==> src/rtl/usb1_token_rx.sv <==
`default_nettype none
// ============================================================================
// Module      : usb1_token_rx
// Description : USB 1.x token packet receiver on the UTMI receive byte
//               stream. Checks the PID check nibble, collects the two token
//               bytes, runs CRC5 over them and reports a good token, a CRC
//               failure, a bad PID or a wrong byte count as one-cycle pulses.
//               Token fields and the SOF frame number are held until the next
//               good token.
// Revision    : 1.0 - initial release
// ============================================================================
module usb1_token_rx (
    input  logic        clk,
    input  logic        rst,        // asynchronous, active-low
    input  logic [7:0]  rx_data,
    input  logic        rx_valid,
    input  logic        rx_active,
    input  logic        rx_err,
    output logic        token_valid,
    output logic [3:0]  token_pid,
    output logic [6:0]  token_addr,
    output logic [3:0]  token_endp,
    output logic [10:0] frame_no,
    output logic        crc5_err,
    output logic        pid_err,
    output logic        seq_err
);

    // ------------------------------------------------------------------------
    // State encoding
    // ------------------------------------------------------------------------
    localparam logic [2:0] c_ST_IDLE = 3'd0;
    localparam logic [2:0] c_ST_PID  = 3'd1;
    localparam logic [2:0] c_ST_B1   = 3'd2;
    localparam logic [2:0] c_ST_B2   = 3'd3;
    localparam logic [2:0] c_ST_END  = 3'd4;
    localparam logic [2:0] c_ST_DROP = 3'd5;

    // ------------------------------------------------------------------------
    // CRC5 constants: x^5 + x^2 + 1, preset to all ones; a token whose CRC
    // field is correct leaves the fixed residual below in the register.
    // ------------------------------------------------------------------------
    localparam logic [4:0] c_CRC_INIT  = 5'b11111;
    localparam logic [4:0] c_CRC_POLY  = 5'b00101;
    localparam logic [4:0] c_CRC_RESID = 5'b01100;

    // Token PIDs (low nibble of the PID byte)
    localparam logic [3:0] c_PID_OUT   = 4'b0001;
    localparam logic [3:0] c_PID_IN    = 4'b1001;
    localparam logic [3:0] c_PID_SOF   = 4'b0101;
    localparam logic [3:0] c_PID_SETUP = 4'b1101;

    // ------------------------------------------------------------------------
    // Eight serial CRC5 steps over one byte, LSB (first bit on the wire)
    // first. Unrolled by synthesis into a single-cycle XOR network.
    // ------------------------------------------------------------------------
    function automatic logic [4:0] crc5_byte(input logic [4:0] crc_in,
                                             input logic [7:0] data);
        logic [4:0] crc;
        logic       fb;
        crc = crc_in;
        for (int i = 0; i < 8; i++) begin
            fb  = crc[4] ^ data[i];
            crc = {crc[3:0], 1'b0} ^ (fb ? c_CRC_POLY : 5'b00000);
        end
        return crc;
    endfunction

    // ------------------------------------------------------------------------
    // Registers
    // ------------------------------------------------------------------------
    logic [2:0]  r_state;
    logic [4:0]  r_crc;
    logic [3:0]  r_pid;       // PID of the packet in progress
    logic [7:0]  r_byte1;     // first token byte
    logic [2:0]  r_byte2_lo;  // low bits of the second token byte (rest is CRC)

    logic        r_token_valid;
    logic [3:0]  r_token_pid;
    logic [6:0]  r_token_addr;
    logic [3:0]  r_token_endp;
    logic [10:0] r_frame_no;
    logic        r_crc5_err;
    logic        r_pid_err;
    logic        r_seq_err;

    // ------------------------------------------------------------------------
    // Combinational helpers
    // ------------------------------------------------------------------------
    logic [4:0] w_crc_next;
    logic       w_pid_check_ok;
    logic       w_pid_is_token;
    logic       w_crc_good;

    assign w_crc_next     = crc5_byte(r_crc, rx_data);
    assign w_pid_check_ok = (rx_data[7:4] == ~rx_data[3:0]);
    assign w_pid_is_token = (rx_data[3:0] == c_PID_OUT)   ||
                            (rx_data[3:0] == c_PID_IN)    ||
                            (rx_data[3:0] == c_PID_SOF)   ||
                            (rx_data[3:0] == c_PID_SETUP);
    assign w_crc_good     = (r_crc == c_CRC_RESID);

    // ------------------------------------------------------------------------
    // Packet FSM with registered result pulses and held token fields.
    // Pulses default low every cycle so each lasts exactly one cycle, and
    // every pulse is issued from a distinct transition so at most one fires.
    // ------------------------------------------------------------------------
    always_ff @(posedge clk or negedge rst) begin
        if (!rst) begin
            r_state       <= c_ST_IDLE;
            r_crc         <= c_CRC_INIT;
            r_pid         <= 4'd0;
            r_byte1       <= 8'd0;
            r_byte2_lo    <= 3'd0;
            r_token_valid <= 1'b0;
            r_token_pid   <= 4'd0;
            r_token_addr  <= 7'd0;
            r_token_endp  <= 4'd0;
            r_frame_no    <= 11'd0;
            r_crc5_err    <= 1'b0;
            r_pid_err     <= 1'b0;
            r_seq_err     <= 1'b0;
        end else begin
            r_token_valid <= 1'b0;
            r_crc5_err    <= 1'b0;
            r_pid_err     <= 1'b0;
            r_seq_err     <= 1'b0;

            if ((r_state != c_ST_IDLE) && rx_err) begin
                // A receive error poisons the whole packet, silently.
                r_state <= c_ST_DROP;
            end else begin
                case (r_state)
                    c_ST_IDLE: begin
                        // Re-preset the CRC so every packet starts clean.
                        r_crc <= c_CRC_INIT;
                        if (rx_active) begin
                            r_state <= c_ST_PID;
                        end
                    end

                    c_ST_PID: begin
                        if (!rx_active) begin
                            // Packet ended before any byte: nothing to report.
                            r_state <= c_ST_IDLE;
                        end else if (rx_valid) begin
                            if (!w_pid_check_ok) begin
                                r_pid_err <= 1'b1;
                                r_state   <= c_ST_DROP;
                            end else if (!w_pid_is_token) begin
                                // Data/handshake packets are not ours.
                                r_state <= c_ST_DROP;
                            end else begin
                                r_pid   <= rx_data[3:0];
                                r_state <= c_ST_B1;
                            end
                        end
                    end

                    c_ST_B1: begin
                        if (!rx_active) begin
                            r_seq_err <= 1'b1;
                            r_state   <= c_ST_IDLE;
                        end else if (rx_valid) begin
                            r_byte1 <= rx_data;
                            r_crc   <= w_crc_next;
                            r_state <= c_ST_B2;
                        end
                    end

                    c_ST_B2: begin
                        if (!rx_active) begin
                            r_seq_err <= 1'b1;
                            r_state   <= c_ST_IDLE;
                        end else if (rx_valid) begin
                            r_byte2_lo <= rx_data[2:0];
                            r_crc      <= w_crc_next;
                            r_state    <= c_ST_END;
                        end
                    end

                    c_ST_END: begin
                        if (!rx_active) begin
                            r_state <= c_ST_IDLE;
                            if (w_crc_good) begin
                                r_token_valid <= 1'b1;
                                r_token_pid   <= r_pid;
                                r_token_addr  <= r_byte1[6:0];
                                r_token_endp  <= {r_byte2_lo, r_byte1[7]};
                                if (r_pid == c_PID_SOF) begin
                                    r_frame_no <= {r_byte2_lo, r_byte1};
                                end
                            end else begin
                                r_crc5_err <= 1'b1;
                            end
                        end else if (rx_valid) begin
                            // A token is exactly three bytes long.
                            r_seq_err <= 1'b1;
                            r_state   <= c_ST_DROP;
                        end
                    end

                    c_ST_DROP: begin
                        if (!rx_active) begin
                            r_state <= c_ST_IDLE;
                        end
                    end

                    default: begin
                        r_state <= c_ST_IDLE;
                    end
                endcase
            end
        end
    end

    // ------------------------------------------------------------------------
    // Outputs
    // ------------------------------------------------------------------------
    assign token_valid = r_token_valid;
    assign token_pid   = r_token_pid;
    assign token_addr  = r_token_addr;
    assign token_endp  = r_token_endp;
    assign frame_no    = r_frame_no;
    assign crc5_err    = r_crc5_err;
    assign pid_err     = r_pid_err;
    assign seq_err     = r_seq_err;

endmodule
`default_nettype wire

==> config.mk <==
export PLATFORM = sky130hd
export DESIGN_NAME = usb1_token_rx
export DESIGN_NICKNAME = d
export VERILOG_FILES = /design/src/rtl/usb1_token_rx.sv
export SDC_FILE = /design/constraint.sdc
export NUM_CORES = 1
export LEC_CHECK = 0
export CAP_MARGIN = 20
export CORE_ASPECT_RATIO = 0.6
export CORE_MARGIN = 3
export CORE_UTILIZATION = 44
export DETAILED_ROUTE_END_ITERATION = 8
export PLACE_DENSITY = 0.71
export SLEW_MARGIN = 20
export SYNTH_ARGS = -nofsm -noshare
export SYNTH_HDL_FRONTEND = slang
export SYNTH_SLANG_ARGS = --single-unit
export TNS_END_PERCENT = 30
==> constraint.sdc <==
create_clock -name clk -period 1.9 [get_ports clk]
set_clock_uncertainty 0.1 [all_clocks]
set_input_delay 0.19 -clock clk [delete_from_list [all_inputs] [get_ports clk]]
set_output_delay 0.19 -clock clk [all_outputs]
set_load 0.05 [all_outputs]
* Word level (Yosys, flattened, before mapping)
Index checks and enable logic that the tools add are counted.
** Storage, ports and cells
- Logic and storage cells :: 110
- Bits of input ports :: 13
- Register bits :: 53
- Output and inout port bits :: 30
** Cells by class
- Multiplexer cells :: 43
- Bitwise operators :: 19
- Reduce and logical (&&, ||, !) cells :: 15
- Equality and inequality tests :: 20
** Operator list (number)
- two-way mux 3 bit :: 21
- bitwise XOR 5 x 3 -> 5 bit :: 8
- case mux 3 bit (6 select lines) :: 1
- two-way mux 1 bit :: 17
- != test 4 bit, second input constant :: 4
- AND reduction 4 bit :: 4
- AND reduction 6 bit :: 2
- two-way mux 5 bit :: 2
- case mux 5 bit (2 select lines) :: 1
- equality test 4 x 3 -> 1 bit, second input constant :: 2
- equality test 4 bit, second input constant :: 2
- bitwise XOR 1 bit :: 8
- equality test 3 x 2 -> 1 bit, second input constant :: 2
- equality test 3 bit, second input constant :: 2
- != test 3 bit, second input constant :: 2
- equality test 5 x 4 -> 1 bit, second input constant :: 1
- AND reduction 5 bit :: 1
- equality test 4 x 1 -> 1 bit, second input constant :: 1
- equality test 4 bit :: 1
- != test 2 x 1 -> 1 bit, second input constant :: 2
- inverter 4 bit :: 1
- equality test 3 x 1 -> 1 bit, second input constant :: 1
- logical NOT 3 bit :: 1
- logical OR 1 bit :: 3
- 6 further kinds :: 7

* Logic depth before layout (Yosys ltp)
- Depth after elaboration :: 27
- Gate-level depth with buffers :: 7
- Mapped depth without buffers :: 5

* Least setup slack after synthesis
Ideal clock, no wire load.
- Kind :: flip-flop to flip-flop
- Start point :: reg r_crc[3]
- End point :: reg r_token_addr[4] (netlist: token_addr[4])
- Required time :: 1675 ps
- Path buffers :: 2
- Data arrival time :: 1618 ps
- Setup slack :: 57 ps
- Stages on the path, launching flop included :: 7
- Cell sequence :: dfstp_2 -> nand2_1 -> nor4_1 -> and3_1 -> buf_4 -> buf_4 -> mux2_2
** On the way
- Cells in the longest elaborated chain, start to end :: 2
** Ends and longest elaborated chain
- from (decl) :: RTL line 73 : logic [4:0] r_crc;
- from (signal assigned) :: RTL line 111 : r_crc <= c_CRC_INIT;
- from (signal assigned) :: RTL line 136 : r_crc <= c_CRC_INIT;
- from (signal assigned) :: RTL line 166 : r_crc <= w_crc_next;
- equality test 5 x 4 -> 1 bit :: RTL line 101 : assign w_crc_good = (r_crc == c_CRC_RESID);
- AND reduction 4 bit (no source line)
- to (signal assigned) :: RTL line 188 : r_token_addr <= r_byte1[6:0];
- to (decl) :: RTL line 80 : logic [6:0] r_token_addr;
No other way between the ends.
A chain may end at the register's enable or synchronous reset.

* Final worst setup path
- Start point :: reg r_state[1]
- End point :: reg r_token_addr[2] (netlist: token_addr[2])
** On the way
- Cells in the longest elaborated chain, start to end :: 4
- Elaborated cells on any way between the ends :: 5
- Those cells by class :: eq/ne: 1; bitwise: 1; reduce/logical: 3
** Ends and longest elaborated chain
- from (decl) :: RTL line 72 : logic [2:0] r_state;
- from (signal assigned) :: RTL line 110 : r_state <= c_ST_IDLE;
- from (signal assigned) :: RTL line 131 : r_state <= c_ST_DROP;
- from (signal assigned) :: RTL line 138 : r_state <= c_ST_PID;
- nonzero test 3 bit :: RTL line 129 : if ((r_state != c_ST_IDLE) && rx_err) begin
- logical AND 1 bit :: RTL line 129
- inverter 1 bit (no source line)
- AND reduction 4 bit (no source line) *
Every way passes the cells marked *; elsewhere a longest branch is shown, timed or not.

==> metrics.txt <==
status finished clean; Slew headroom 60.1%; Yosys top cell area share roughly 49%; Clk Tree Root Cell clkbuf_8; GP Congestion ~0.9; CP bufs+invs 1; die area ~0.0065 mm²; sw power a little over 0.8 mW; ys async rst share between 90% and 100%; IO Pins 43; layout cells sized above 1 41.7%; filler cell count about 400; first-pass GRT wire length 8.88 mm; CP Launch Type flip-flop; RSZ-0062 raised after global routing true; WP data arrival between 1.5 and 2 ns; # DRC 0; worst-margin pin slew ~0.6 ns; total core area 0.00520 mm²; final WL 5.34 mm; Die Y 63.8 µm; Reg area between 0.001 and 0.0015 mm²; worst hold path class primary input to asynchronous set/reset pin; CTS max path bufs 2; final period utilization 98.9%; drt first-iter violations about 80; Clock transition at path regs about 0.1 ns; max cap viols 0; Primary FF master, synth dfrtp_1; Syn Inst Count 183; pin count of the biggest net entering global routing 28; Cell Chain, Critical Path or2_1 > nor2_2 > and3_4 > buf_4 > mux2_2; Reg power frac roughly 48%; die span in x just over 100 µm; Slew Viols, Final 0; critical path startpoint r_state[1]$_DFFE_PN0P_; DR vias/cell 5.17; Post-synth EDFFs 0; Clock Power Share ~25%; CTS tree done; Comb power frac a little over a quarter; Rows 20; Initial Util between 40% and 50%; reg2reg start r_state[1]$_DFFE_PN0P_; synth top area cells dfrtp_1 49%, mux2_2 18%, dfstp_2 5.4%; synthesis-to-layout area growth 36.9%; H-tree depth 2; DR vias 1717; first-pass iteration count of the detailed router 4; Sink Count 53; Nets ~280; Fin. Hold Viols 0; initial antenna violation count 0; Period minus WS final 1.88 ns; Power Density 767 mW/mm²; sequential cell area fraction in the yosys report 54.4%; port bufs 42; Ant. Diodes 0; Post CTS Setup Buffer Count 0; Setup Total Neg Slack 0 ns; fmax roughly 530 MHz; total power between 2 and 3 mW; number of global-route vias before repair between 1500 and 2000; Crit path max-delay family simple AND/OR/NAND/NOR gates; kind of end point of the critical path flip-flop; Ys Warns 0; switch share between 30% and 40%; Final setup viols 0; CP max-delay cell dfrtp_2; critical path required time about 2 ns; Mapped Area ~0.0024 mm²; Leak Pwr roughly 1.5 nW; gr usage total 17.6%; Routed WL per cell approximately 16 µm; worst skew pair latency between 0.3 and 0.4 ns; Congestion Overflow GR 0; area of the multi-input gates 0.00110 mm²; detailed-placement wirelength estimate ~4.0 mm; Critical Path Fanout Max 7; Syn Nets between 150 and 200; antenna viol nets, final 0; Seq cells post-synth 53; post-synth top area cell dfrtp_1; number of CTS-inserted buffers 5; internal power between 1.5 and 2 mW; Worst path max stage delay between 0.4 and 0.5 ns; Max rail drop VDD ~600 µV; Syn Area/Cell ~13 µm²; Cell variety after synth 46; critical path type flip-flop to flip-flop
registers in the layout, indices dropped and copies added (netlist names), 3 cells and up:
| register | cells |
|---|---|
| r_byte2_lo | 3 |
| frame_no | 11 |
| r_crc | 5 |
| r_state | 3 |
| token_addr | 7 |
| token_pid | 4 |
| token_endp | 4 |
| r_pid | 4 |
| r_byte1 | 8 |
cell usage after synthesis, types with 2 or more instances:
cell type and number:
nor4_1 3, mux2_2 39, xnor2_1 13, nor2_1 8
nand2_1 4, inv_1 3, o22a_1 5, xnor2_2 2
nand3_1 2, xor2_1 4, buf_2 3, nor2b_1 2
buf_4 3, dfrtp_1 48, nand4b_1 2, nand2b_1 2
nor3_1 2, o31ai_1 2, a211oi_1 2, dfstp_2 5
a21oi_1 2, or2_2 3
cells by family after synthesis:
family,share of synthesized area (%)
xor+xnor,8.07
flops,54.4
buf+inv,2.60
mux,17.9
compound gates,6.74
simple gates,10.3
metal layers:
metal,track usage [%],vias up,share of wire [%]
met3,4.14,8,3.5
li1,-,817,-
met2,23.9,31,41
met4,4.42,0,1.0
met5,0,-,0
met1,28.1,861,54
final cells by class:
| class | count | share of cell area [%] |
|---|---|---|
| Clock buffer | 5 | 2.05 |
| Clock inverter | 3 | 0.634 |
| Inverter | 4 | 0.448 |
| Multi-Input combinational cell | 119 | 32.7 |
| Sequential cell | 53 | 39.8 |
| Tap cell | 66 | 2.46 |
| Timing Repair Buffer | 82 | 21.9 |
final timing paths:
check | endpoint | slack, ns | cells after the start
max | token_addr[2]$_DFFE_PN0P_ | 0.02 | 5
min reg2reg | r_pid[0]$_DFFE_PN0P_ | 0.40 | 1
max in group asynchronous | r_crc[3]$_DFFE_PN1P_ | 0.76 | 3
max reg2reg | token_addr[2]$_DFFE_PN0P_ | 0.02 | 5
min in group clk | r_pid[0]$_DFFE_PN0P_ | 0.40 | 1
min | frame_no[2]$_DFFE_PN0P_ | 0.31 | 2
what timing repair did:
action / CTS / global route
endpoints found under the setup margin: 26 / 36
hold buffers: 1 / 0
hold endpoints to repair: 26 / 0
resized for setup: 2 / 9
pin swaps: 0 / 1
through the flow:
stage	setup WS, ns	std cells	util (%)	area [µm²]	hold WS, ns
5_1_grt	-0.0444	332	64.4	3350	0.374
2_1_floorplan	0.0568	183	-	2450	-0.206
3_5_place_dp	-0.217	323	61.6	3200	0.133
6_report	0.0207	332	64.4	3350	0.312
3_3_place_gp	-0.171	323	61.6	3200	0.129
4_1_cts	0.00233	332	63.6	3310	0.331
power groups by stage:
stage	sequential (mW)	clock (mW)	combinational, mW
CTS	1.22	0.659	0.676
finish	1.23	0.642	0.700
global placement	1.24	0	0.666
floorplan	1.24	0	0.387
detailed placement	1.24	0	0.670
global route	1.23	0.707	0.758
layout by cell type, fill, tap and decap left out, types with 2 or more instances in the layout:
cell	instances
a211oi_1	2
a21oi_1	2
buf_4	37
clkbuf_8	5
clkdlybuf4s50_1	41
dfrtp_1	47
dfstp_2	5
inv_1	3
mux2_2	39
nand2_1	4
nand2b_1	2
nand4b_1	2
nor2_1	7
nor2_2	2
nor2b_1	2
nor3_1	2
nor4_1	2
o22a_1	5
or2_2	3
xnor2_1	13
xnor2_2	2
xor2_1	4
No activity file was read; power rests on OpenSTA's default activity.
